**src/rtl/exe_seq_ctrl_pkg.sv**
```systemverilog
// Shared constants for the EXE-stage sequencer: command codes, widths, FSM states.
package exe_seq_ctrl_pkg;

    localparam int EXE_CMD_LEN = 4;
    localparam int WORD_LEN    = 16;
    localparam int CNT_W       = 4;

    localparam logic [EXE_CMD_LEN-1:0] EXE_ADD = 4'd0;
    localparam logic [EXE_CMD_LEN-1:0] EXE_SUB = 4'd1;
    localparam logic [EXE_CMD_LEN-1:0] EXE_MUL = 4'd2;

    typedef enum logic [1:0] {
        S_RUN   = 2'd0,
        S_MULTI = 2'd1,
        S_FLUSH = 2'd2
    } seq_state_e;

endpackage

```
**src/rtl/retire_counter.sv**
```systemverilog
// Wrapping retirement counter with synchronous clear (clear has priority over enable).
module retire_counter #(
    parameter int W = 16
) (
    input  logic         clk,
    input  logic         clr,
    input  logic         en,
    output logic [W-1:0] count
);

    always_ff @(posedge clk) begin
        if (clr)
            count <= '0;
        else if (en)
            count <= count + 1'b1;
    end

endmodule

```
**src/rtl/exe_seq_ctrl.sv**
```systemverilog
// EXE-stage sequencer: stalls for multi-cycle commands, squashes the slot after a
// taken branch, and gates write-enable / branch-taken toward the register file and PC.
module exe_seq_ctrl
    import exe_seq_ctrl_pkg::*;
#(
    parameter int                     MUL_CYCLES = 4,
    parameter logic [EXE_CMD_LEN-1:0] MULTI_CMD  = EXE_MUL
) (
    input  logic                   clk,
    input  logic                   nReset,
    input  logic                   Valid_IN,
    input  logic [EXE_CMD_LEN-1:0] EXE_CMD,
    input  logic                   Reg_W_EN_IN,
    input  logic                   BranchTK_IN,
    output logic                   Stall,
    output logic                   Flush,
    output logic                   Reg_W_EN,
    output logic                   BranchTK,
    output logic                   Busy,
    output logic [WORD_LEN-1:0]    Retired
);

    seq_state_e       state, state_nxt;
    logic [CNT_W-1:0] count, count_nxt;
    logic             retire;

    always_comb begin
        Stall     = 1'b0;
        Flush     = 1'b0;
        Reg_W_EN  = 1'b0;
        BranchTK  = 1'b0;
        retire    = 1'b0;
        state_nxt = state;
        count_nxt = count;
        if (!nReset) begin
            unique case (state)
                S_RUN: begin
                    if (Valid_IN) begin
                        // A taken branch beats a multi-cycle command in the same slot.
                        if (BranchTK_IN) begin
                            BranchTK  = 1'b1;
                            Flush     = 1'b1;
                            Reg_W_EN  = Reg_W_EN_IN;
                            retire    = 1'b1;
                            state_nxt = S_FLUSH;
                        end else if (EXE_CMD == MULTI_CMD) begin
                            Stall     = 1'b1;
                            count_nxt = CNT_W'(MUL_CYCLES - 2);
                            state_nxt = S_MULTI;
                        end else begin
                            Reg_W_EN  = Reg_W_EN_IN;
                            retire    = 1'b1;
                        end
                    end
                end
                S_MULTI: begin
                    if (count != '0) begin
                        Stall     = 1'b1;
                        count_nxt = count - 1'b1;
                    end else begin
                        Reg_W_EN  = Reg_W_EN_IN;
                        retire    = 1'b1;
                        state_nxt = S_RUN;
                    end
                end
                S_FLUSH: state_nxt = S_RUN;
                default: state_nxt = S_RUN;
            endcase
        end
    end

    assign Busy = !nReset && (state == S_MULTI);

    always_ff @(posedge clk) begin
        if (nReset) begin
            state <= S_RUN;
            count <= '0;
        end else begin
            state <= state_nxt;
            count <= count_nxt;
        end
    end

    retire_counter #(.W(WORD_LEN)) u_retire_counter (
        .clk   (clk),
        .clr   (nReset),
        .en    (retire),
        .count (Retired)
    );

endmodule

```
**config.mk**
```make
export PLATFORM = sky130hd
export DESIGN_NAME = exe_seq_ctrl
export DESIGN_NICKNAME = d
export VERILOG_FILES = /design/src/rtl/exe_seq_ctrl_pkg.sv /design/src/rtl/retire_counter.sv /design/src/rtl/exe_seq_ctrl.sv
export SDC_FILE = /design/constraint.sdc
export NUM_CORES = 1
export LEC_CHECK = 0
export CORE_ASPECT_RATIO = 1.4
export CORE_MARGIN = 1.5
export CORE_UTILIZATION = 53
export CTS_CLUSTER_SIZE = 28
export DETAILED_ROUTE_END_ITERATION = 8
export PLACE_DENSITY = 0.92
export SLEW_MARGIN = 10
export SYNTH_ARGS = -nofsm -noshare
export SYNTH_HDL_FRONTEND = slang
export SYNTH_SLANG_ARGS = --single-unit
```
**constraint.sdc**
```tcl
create_clock -name clk -period 5.5 [get_ports clk]
set_input_delay 1.1 -clock clk [delete_from_list [all_inputs] [get_ports clk]]
set_output_delay 1.1 -clock clk [all_outputs]
set_load 0.05 [all_outputs]
```
== Yosys cells after proc, flatten, opt, wreduce, memory -nomap -nowiden ==
Index checks and enable logic that the tools add are counted.

* Register bits after elaboration: 22
* Input port bits: 9
* Output and inout port bits: 21
* Logic and storage cells: 52

* Add/subtract/negate cells: 2
* Equality and inequality tests: 8
* Mux-type cells: 32
* Reductions and logical operators: 7

{| class="wikitable"
|+ Operators with widths
! cell !! count
|-
| 2-to-1 mux 1 bit || 19
|-
| adder 16 x 1 -> 16 bit, second input constant || 1
|-
| 2-to-1 mux 4 bit || 4
|-
| != test 2 bit, second input constant || 5
|-
| 2-to-1 mux 2 bit || 4
|-
| case mux 4 bit (2 select lines) || 1
|-
| case mux 1 bit (2 select lines) || 3
|-
| AND reduction 5 bit || 1
|-
| == test 4 x 2 -> 1 bit, second input constant || 1
|-
| case mux 2 bit (2 select lines) || 1
|-
| nonzero test 4 bit || 1
|-
| subtractor 4 x 1 -> 4 bit, second input constant || 1
|-
| != test 3 bit, second input constant || 1
|-
| AND reduction 3 bit || 1
|-
| == test 2 x 1 -> 1 bit, second input constant || 1
|-
| zero test 2 bit || 1
|-
| nonzero test 2 bit || 1
|-
| logical AND 1 bit || 1
|-
| zero test 1 bit || 1
|}

== Depth between registers and ports, before layout ==
* Depth in word-level cells: 6
* Mapped depth: 7
* Gate-level depth less buffers: 6

== Hierarchy ==
Synthesis repeated with hierarchy kept, for this count alone.

* Cell total of the unflattened synthesis: 128
* Area, all modules: 1166.1 um2

{| class="wikitable"
|+ By module, submodules not included
! module !! times used !! cells an instance !! area an instance (um2) !! seq. area each (um2)
|-
| retire_counter || 1 || 83 || 757.0 || 320.3
|-
| exe_seq_ctrl || 1 || 45 || 409.1 || 120.1
|}

== Worst setup path after synthesis ==
Ideal clock, no wire load.

* Path kind: input to output
* Start point: input nReset
* End point: output Flush
* Arrival: 3.112 ns
* Required time: 4.400 ns
* Slack: 1.288 ns
* Stages on the path: 4
* Path buffers: 3
* Path through: clkbuf_1 -> clkbuf_1 -> nor3b_1 -> buf_4

* Cells in the longest elaborated chain, start to end: 1

{| class="wikitable"
|+ RTL lines
! what !! RTL line !! text
|-
| start: declaration || exe_seq_ctrl.sv:10 || <nowiki>input logic nReset,</nowiki>
|-
| 2-to-1 mux 1 bit || -- ||
|-
| end: declaration || exe_seq_ctrl.sv:16 || <nowiki>output logic Flush,</nowiki>
|}

Every way passes these cells.

== Final worst setup path ==
* Start point: input EXE_CMD[0]
* End point: output Stall

* Cells in the longest elaborated chain, start to end: 6

{| class="wikitable"
|+ RTL lines
! what !! RTL line !! text
|-
| start: declaration || exe_seq_ctrl.sv:12 || <nowiki>input logic [EXE_CMD_LEN-1:0] EXE_CMD,</nowiki>
|-
| == test 4 x 2 -> 1 bit || exe_seq_ctrl.sv:46 || <nowiki>end else if (EXE_CMD == MULTI_CMD) begin</nowiki>
|-
| 2-to-1 mux 1 bit || exe_seq_ctrl.sv:46 ||
|-
| 2-to-1 mux 1 bit || exe_seq_ctrl.sv:40 || <nowiki>if (BranchTK_IN) begin</nowiki>
|-
| 2-to-1 mux 1 bit || exe_seq_ctrl.sv:38 || <nowiki>if (Valid_IN) begin</nowiki>
|-
| case mux 1 bit (2 select lines) || exe_seq_ctrl.sv:36 || <nowiki>unique case (state)</nowiki>
|-
| 2-to-1 mux 1 bit || exe_seq_ctrl.sv:35 || <nowiki>if (!nReset) begin</nowiki>
|-
| end: declaration || exe_seq_ctrl.sv:15 || <nowiki>output logic Stall,</nowiki>
|}

Every way passes these cells.

==> metrics.txt <==
global-route wire length before repair roughly 5400 µm; WL final 3010 µm; vias in the first global route ~1200; Clock Tree Buf Depth 2; CTS tree built; hold path startpoint u_retire_counter.count[1]$_SDFFE_PP0P_; CTS Buf Count 3; Crit path max-delay family buffers and inverters; drt via density approximately 5.8; Max Cap Violations 0; post-synth cell types 40; Clock Skew between 0.01 and 0.015 ns; Site Rows 21; worst vdd ir between 0.0001 and 0.00015 V; Final Setup Violations 0; I/O pin total 30; Reg clk slew, reported paths about 0.14 ns; ANT cells 0; Min-Delay Path Depth 2; critical path, cell by cell clkdlybuf4s50_1 -> or4b_4 -> nor3_2 -> nor2_1 -> nor2_1 -> clkdlybuf4s50_1; layout cells sized above 1 approximately 17%; critical path type in2out; Relative slew margins 57.7%; Crit. End Element primary output; Worst setup SP type input pin; I/O Buffers 29; Final min period roughly 4.5 ns; Post-DP Area 1620 µm²; fin crit share 82.4%; status complete, no violations; DR WL/cell about 15 µm; post-synth top area share 33.2%; worst-path maximum fanout 5; DR vias 1200; Initial Util 55.5%; DRC 0; final hold violation count 0; Iter 0 DRT Violations 43; Slew @ Worst Pin approximately 0.63 ns; Critical Path RT 4.40 ns; final instance area around 1700 µm²; Reg2Reg Setup Slack 3.03 ns; Hold Buf Count CTS 0; max frequency about 220 MHz; Synth area leader dfxtp_1; Max Slew Vio Count 0; Hold Path End u_retire_counter.count[1]$_SDFFE_PP0P_; Leakage between 0.5 and 0.6 nW; Horiz. Die Dim 45.3 µm; CP max-delay cell clkdlybuf4s50_1; pwr dens between 150 and 200 nW/µm²; GRT Util Overall around a quarter; FF-to-FF End u_retire_counter.count[13]$_SDFFE_PP0P_; syn_nets 157; core area roughly 2400 µm²; Critical path buffers and inverters 2; Syn. warnings 0; RSZ-0062 raised after global routing no; Post-Syn Area 1330 µm²; die area 2820 µm²; post_cts resized 0; Seq/Total Area, Yosys about 33%; synth top area cells dfxtp_1 (33%), mux2_4 (6.8%), nor2b_1 (6.1%); max incr delay on CP roughly 0.8 ns; Yosys reg bits 22; setup TNS 0 ns; H-tree Lvls 1; Async S/R FF share, synth 0%; Post-synth EDFFs 0; gpl congestion about 0.88; Avg Synthesized Cell Area a little over 9 µm²; worst r2r src count[0]$_SDFFE_PP0P_; worst reg2reg path depth 6; DP HPWL ~2200 µm; worst hold path type reg2reg; router iterations before antenna repair 4; Root Buffer clkbuf_4; GRT overflow 0; worst endpoint data arrival time about 3.4 ns; TritonCTS Sinks 22; Gate Count Post-Synth approximately 150; Layout area overhead 25.9%; nets@finish about 180; Synth Flop Type dfxtp_1; clock latency on the worst-skew pair about 0.34 ns; Post-CTS Setup Bufs 0; largest net degree at the start of global routing 22; initial antenna violation count 0; number of routed nets with antenna violations 0; Die Y roughly 62 µm
==> registers in the layout, summed over array words and instances (netlist names) <==
register / count
u_retire_counter.count: 16
state: 2
count: 4
==> synth_stat cells (3+ instances only) <==
| master | instances |
|---|---|
| a2111oi_0 | 3 |
| and3_1 | 3 |
| clkbuf_1 | 5 |
| dfxtp_1 | 22 |
| nand2_1 | 4 |
| mux2_2 | 4 |
| mux2_4 | 6 |
| a21oi_1 | 5 |
| nand4_1 | 5 |
| a211oi_2 | 4 |
| nor2b_1 | 13 |
| nand3_1 | 9 |
| nor3_1 | 8 |
| nor2_1 | 18 |
==> worst reg2reg max path, delay by kind of cell (launching register included) <==
kind	cells	cell delay, ns
and+or+nand+nor	2	0.71
buffers and inverters	1	0.08
muxes	1	0.39
adders and majority gates	1	0.19
AOI/OAI and AO/OA	1	0.64
DFF	1	0.36
==> logic make-up after synthesis <==
logic type	Yosys count	share of synthesized area (%)
mux	12	11.9
flops	22	33.2
fa+ha+maj	2	1.89
buf+inv	10	4.24
simple gates	71	30.3
compound gates	27	17.2
xor+xnor	2	1.32
==> routing by layer <==
metal  vias up  wire length [µm]  share of wire, %  track usage [%]
li1        590                 -                 -                -
met1       559              1170                39             28.7
met2        43              1620                54             42.9
met3         8               142               4.7             4.94
met4         0                78               2.6             13.2
met5         -                 0                 0                0
==> cells in the final DEF, fill, tap and decap left out, drive strengths merged <==
cell type,synthesis,routed
and4,1,1
clkdlybuf4s50,0,29
or3b,2,2
o21ai,3,3
nor2,18,18
and3,3,3
nor2b,13,13
o21ba,1,1
bufinv,0,1
nand3,9,9
a21boi,1,1
o211ai,2,2
o2111ai,1,1
buf,3,1
nor3,9,9
nor3b,4,4
o21a,1,1
a21o,1,1
a211o,1,1
dfxtp,22,22
nand2,4,4
mux2,12,12
clkbuf,5,3
ha,2,2
a211oi,5,5
inv,2,2
nand4,5,5
nand2b,2,2
o311ai,1,1
xor2,2,2
or4b,1,1
a21oi,7,7
a2111oi,3,3
==> worst max path at each step <==
stage               startpoint    end  slack, ns  depth (start not counted)
floorplan               nReset  Flush       1.29                          4
global placement    EXE_CMD[0]  Stall       1.06                          6
detailed placement  EXE_CMD[0]  Stall       0.96                          6
CTS                 EXE_CMD[0]  Stall       0.96                          6
global route        EXE_CMD[0]  Stall       0.85                          6
finish              EXE_CMD[0]  Stall       0.97                          6
==> area by class of cell <==
cell class                      instances  area, µm²
Clock buffer                            3       22.5
Clock inverter                          1       30.0
Fill cell                             184        721
Inverter                                2       7.51
Multi-Input combinational cell        114        830
Sequential cell                        22        440
Tap cell                               34       42.5
Timing Repair Buffer                   30        298
==> report_power, final <==
group,switching [mW],internal [mW],leakage [nW]
Clock,0.0572,0.0739,0.0279
Sequential,0.00231,0.161,0.178
Combinational,0.0230,0.0151,0.366
Total,0.0824,0.250,0.572
==> stage by stage <==
| step | worst slack, ns | std cells | hold WS, ns | total power, mW | utilization [%] |
|---|---|---|---|---|---|
| final | 0.966 | 206 | 0.537 | 0.333 | 69.9 |
| after global routing | 0.853 | 206 | 0.575 | 0.348 | 69.9 |
| after CTS | 0.957 | 206 | 0.540 | 0.334 | 69.9 |
| after detailed placement | 0.957 | 202 | 0.525 | 0.205 | 67.7 |
| after global placement | 1.06 | 202 | 0.515 | 0.204 | 67.7 |
| after floorplan | 1.29 | 146 | 0.549 | 0.192 | - |
Power figures use the tool's default switching activity.
==> variant 1: new RTL, same settings <==
The 3 states of `seq_state_e` get a one-hot encoding in 3 bits.
--- a/src/rtl/exe_seq_ctrl_pkg.sv
+++ b/src/rtl/exe_seq_ctrl_pkg.sv
@@ -9,10 +9,10 @@
     localparam logic [EXE_CMD_LEN-1:0] EXE_SUB = 4'd1;
     localparam logic [EXE_CMD_LEN-1:0] EXE_MUL = 4'd2;
 
-    typedef enum logic [1:0] {
-        S_RUN   = 2'd0,
-        S_MULTI = 2'd1,
-        S_FLUSH = 2'd2
+    typedef enum logic [2:0] {
+        S_RUN   = 3'b001,
+        S_MULTI = 3'b010,
+        S_FLUSH = 3'b100
     } seq_state_e;
 
 endpackage
Function: same outputs for any inputs over 10 cycles, from zero or initial values and one cycle with nReset high; not proved beyond that.
==> variant 1 against the unedited design <==
Combinational power rose by 18%. Final area shrank 7.0%. Worst hold slack lost 31 ps. Wire length is 17% lower. Worst setup slack better by 5.4 ps. Sequential cell count up 1. Synthesized area fell by 7.2%. Sequential power rose by 7%. Fmax rose by 0.12%. Power is 11% lower. Via count down 11%. Critical path depth up 1. Critical endpoint is now Reg_W_EN. Largest cell class unchanged. Highest routed layer unchanged.
==> variant 1: results (changes against the unedited design) <==
power:
  p_leak_nw: 0.484  # -15%
  ir_drop_uv: 140  # -4.4%
  switchingPower_mw: 0.0814  # -1.2%
yosys:
  synthXorXnorAreaFrac_pct: 9.96  # +8.6 points
  ys_seq_area_share_pct: 37.4  # +4.2 points
  yosysUniqueCellTypes: 39  # -2.5%
  synth_mux_area_share_pct: 0.915  # -11 points
  syn_nets: 142  # -9.6%
  synth-seq-cells: 23  # +4.5%
  synthTopCellsByCount: "nor2_1, dfxtp_1, xnor2_1"
  async_flop_share_pct: 0  # unchanged
  synth-compound-area-share_pct: 19.3  # +2.1 points
  synthAdderAreaFrac_pct: 2.03  # +0.15 points
  ys_top_cells_by_area: "dfxtp_1, xnor2_1, nor2_1"
grt:
  met1_usage_pct: 23.6  # -5.1 points
  grt_pass1_wl_um: 4250  # -21%
  grt_use_met2_pct: 38.0  # -4.8 points
  grt_max_degree: 20  # -9.1%
  grt_use_met3_pct: 3.32  # -1.6 points
  grtUsageTotal_pct: 20.9  # -4.5 points
  grt_pass1_vias: 1058  # -12%
drt:
  wl_met2_um: 1310  # -19%
  wl_met3_um: 141  # -0.70%
  drt-initial-drc-count: 17  # -60%
  wl_per_cell_um: 13.8  # -5.5%
  num_vias: 1064  # -11%
  wl_met1_um: 1020  # -12%
place:
  placed_area_um2: 1530  # -5.6%
  place_congestion: 0.798  # -8.9%
  place_hpwl_um: 1870  # -14%
  port_buffers: 29  # unchanged
worst_setup_path:
  r2r_slack_ps: 3610  # +580 ps
  cp_max_fo: 15  # +10
  cp_slowest_stage_delay_ps: 690  # -130 ps
  setup.worst_path.end: "Reg_W_EN"
  reg2reg_depth: 7  # +1
  crit_arrival_ps: 3430  # about the same
layout:
  multi_input_area_share_pct: 46.7  # -3.0 points
  final_nets: 172  # -6.5%
  final.fill_count: 159  # -14%
  regArea_um2: 460  # +4.5%
  syn_to_final_growth_pct: 26.2
  nonClkBufAreaFrac_pct: 19.6  # +1.8 points
  stdcell_area_um2: 1550  # -7.0%
  final_layout_size_suffix_gt1_share_pct: 15.6  # -1.2 points
  num-multi-input-gates: 100  # -12%
  reg_top3: "u_retire_counter.count: 16 flops, count: 4 flops, state: 3 flops"
  buffers_excl_clock: 31  # +3.3%
clock_network:
  clock-root-buffer: "clkbuf_4"
  insertion_delay_ps: 320  # -20 ps
sta:
  holdWs_ps: 506  # -30.8 ps
  tightest_slew_ps: 505  # -128 ps
  fin_worst_skew_ps: 7.41  # -7.01 ps
min_path:
  holdCritStartpoint: "count[1]"
  min_to: "count[1]"
run_status:
  status: "finished, final reports clean"
## variant 1: changes by cell type in the layout (fill, tap and decap cells not counted), sizes merged, moves of 5 or more
| cell | change |
|---|---|
| xnor2 | +14 |
| nand3 | -5 |
| nor2 | +6 |
| nor2b | -12 |
| mux2 | -11 |
| nor3 | -8 |
| nand2 | +8 |
## variant 1: through the flow
| stage | total power, mW | std cells | setup WS (ps) |
|---|---|---|---|
| global placement | 0.221 | 178 | 1000 |
| finish | 0.297 | 182 | 972 |
| floorplan | 0.208 | 131 | 1500 |
| CTS | 0.300 | 182 | 964 |
| global route | 0.310 | 182 | 900 |
| detailed placement | 0.222 | 178 | 968 |
## variant 1: power by group through the flow
stage / Sequential, mW / Clock [mW] / Combinational [mW]
finish: 0.174 / 0.0787 / 0.0449
global route: 0.175 / 0.0873 / 0.0483
CTS: 0.174 / 0.0813 / 0.0449
detailed placement: 0.178 / 0 / 0.0448
global placement: 0.177 / 0 / 0.0438
floorplan: 0.183 / 0 / 0.0243
==> variant 2: new RTL, same settings <==
Without the edit above. `WORD_LEN`: 16 -> 32.
--- a/src/rtl/exe_seq_ctrl_pkg.sv
+++ b/src/rtl/exe_seq_ctrl_pkg.sv
@@ -2,7 +2,7 @@
 package exe_seq_ctrl_pkg;
 
     localparam int EXE_CMD_LEN = 4;
-    localparam int WORD_LEN    = 16;
+    localparam int WORD_LEN    = 32;
     localparam int CNT_W       = 4;
 
     localparam logic [EXE_CMD_LEN-1:0] EXE_ADD = 4'd0;
Interface: changed (resized Retired); port bits go from 30 to 46. No check against the original RTL was run, so the function may have changed too.
==> variant 2 against the unedited design <==
Cell count rose by 51%. Sequential share of layout area is 2.9 points higher. Sequential cell count rose by 16. Power grew 74%. Final area rose by 56%. Via count increased by 52%. Synthesized area rose by 53%. Worst setup slack gained 140 ps. Wire length rose by 59%. Largest cell class unchanged. Highest routed layer unchanged.
==> variant 2: results (changes against the unedited design) <==
run_status:
  status: "finished, final reports clean"
layout:
  reg_top3: "u_retire_counter.count: 32 flops, count: 4 flops, state: 2 flops"
  regArea_um2: 761  # +73%
  final.fill_count: 280  # +52%
  final_nets: 279  # +52%
sta:
  tightest_slew_ps: 529  # -104 ps
  fmax_mhz: 227  # +3.1%
  fin_worst_skew_ps: 6.98  # -7.44 ps
  holdWs_ps: 516  # -20.7 ps
grt:
  grt_pass1_wl_um: 8030  # +50%
  grt_use_met2_pct: 41.1  # -1.8 points
  grt_use_met3_pct: 6.45  # +1.5 points
  grtUsageTotal_pct: 23.3  # -2.2 points
  grt_max_degree: 40  # +82%
yosys:
  ys_seq_area_share_pct: 37.5  # +4.3 points
  synthXorXnorAreaFrac_pct: 13.4  # +12 points
  syn_area_per_cell_um2: 8.90  # -2.0%
  ys_top_cells_by_area: "dfxtp_1, xnor2_1, nor2_1"
  synthAdderAreaFrac_pct: 1.23  # -0.65 points
  yosysUniqueCellTypes: 39  # -2.5%
  synth-compound-area-share_pct: 17.6  # +0.40 points
drt:
  num_vias: 1825  # +52%
  wl_met2_um: 2440  # +51%
  wl_met1_um: 1920  # +64%
  via_per_inst: 5.87  # +0.74%
  wl_per_cell_um: 15.4  # +5.0%
  wl_met3_um: 290  # +100%
place:
  placed_area_um2: 2490  # +54%
  port_buffers: 45  # +55%
  preCtsSetupSlack_ps: 1140  # +187 ps
  dp_cells: 303  # +50%
power:
  ir_drop_uv: 269  # +83%
  pg_seq_mw: 0.283  # +74%
  switchingPower_mw: 0.145  # +76%
  combPwrFrac_pct: 10.2  # -1.3 points
worst_setup_path:
  cp_max_fo: 4  # -1
  r2r_end: "u_retire_counter.count[30]"
  r2r_slack_ps: 3270  # +240 ps
min_path:
  min_to: "u_retire_counter.count[5]"
  holdCritStartpoint: "u_retire_counter.count[5]"
clock_network:
  insertion_delay_ps: 290  # -50 ps
  clkTransAtPathRegs_ps: 80  # -60 ps
-- variant 2: cell types whose count changed in the layout (fill, tap and decap cells not counted), sizes merged, moves of 4 or more --
cell,delta
nor2,+19
xnor2,+30
and4,+5
nor2b,-9
a211oi,+12
nor3,-7
clkdlybuf4s50,+16
a2111oi,+7
dfxtp,+16
mux2,-11
nand2,+7
nand3,+4
inv,+6
-- variant 2: logic make-up after synthesis --
group | count (synthesis)
AOI/OAI and AO/OA | 39
xor gates and xnor gates | 31
adders and majority gates | 2
buffers and inverters | 23
DFF | 38
muxes | 2
and+or+nand+nor | 93
-- variant 2: area by class of cell --
class	count	share of cell area (%)
well taps	42	2.02
clock buffers	5	2.65
clock inverters	3	1.54
flip-flops and latches	38	29.3
repair buffers	48	18.2
multi-input cells	167	45.1
inverters	8	1.16
-- variant 2: critical path, stage by stage --
cell and delay [ps]:
clkdlybuf4s50_1 430, nor3b_1 260, nand3_1 180, a21oi_1 340, nor2b_1 170, clkdlybuf4s50_1 800
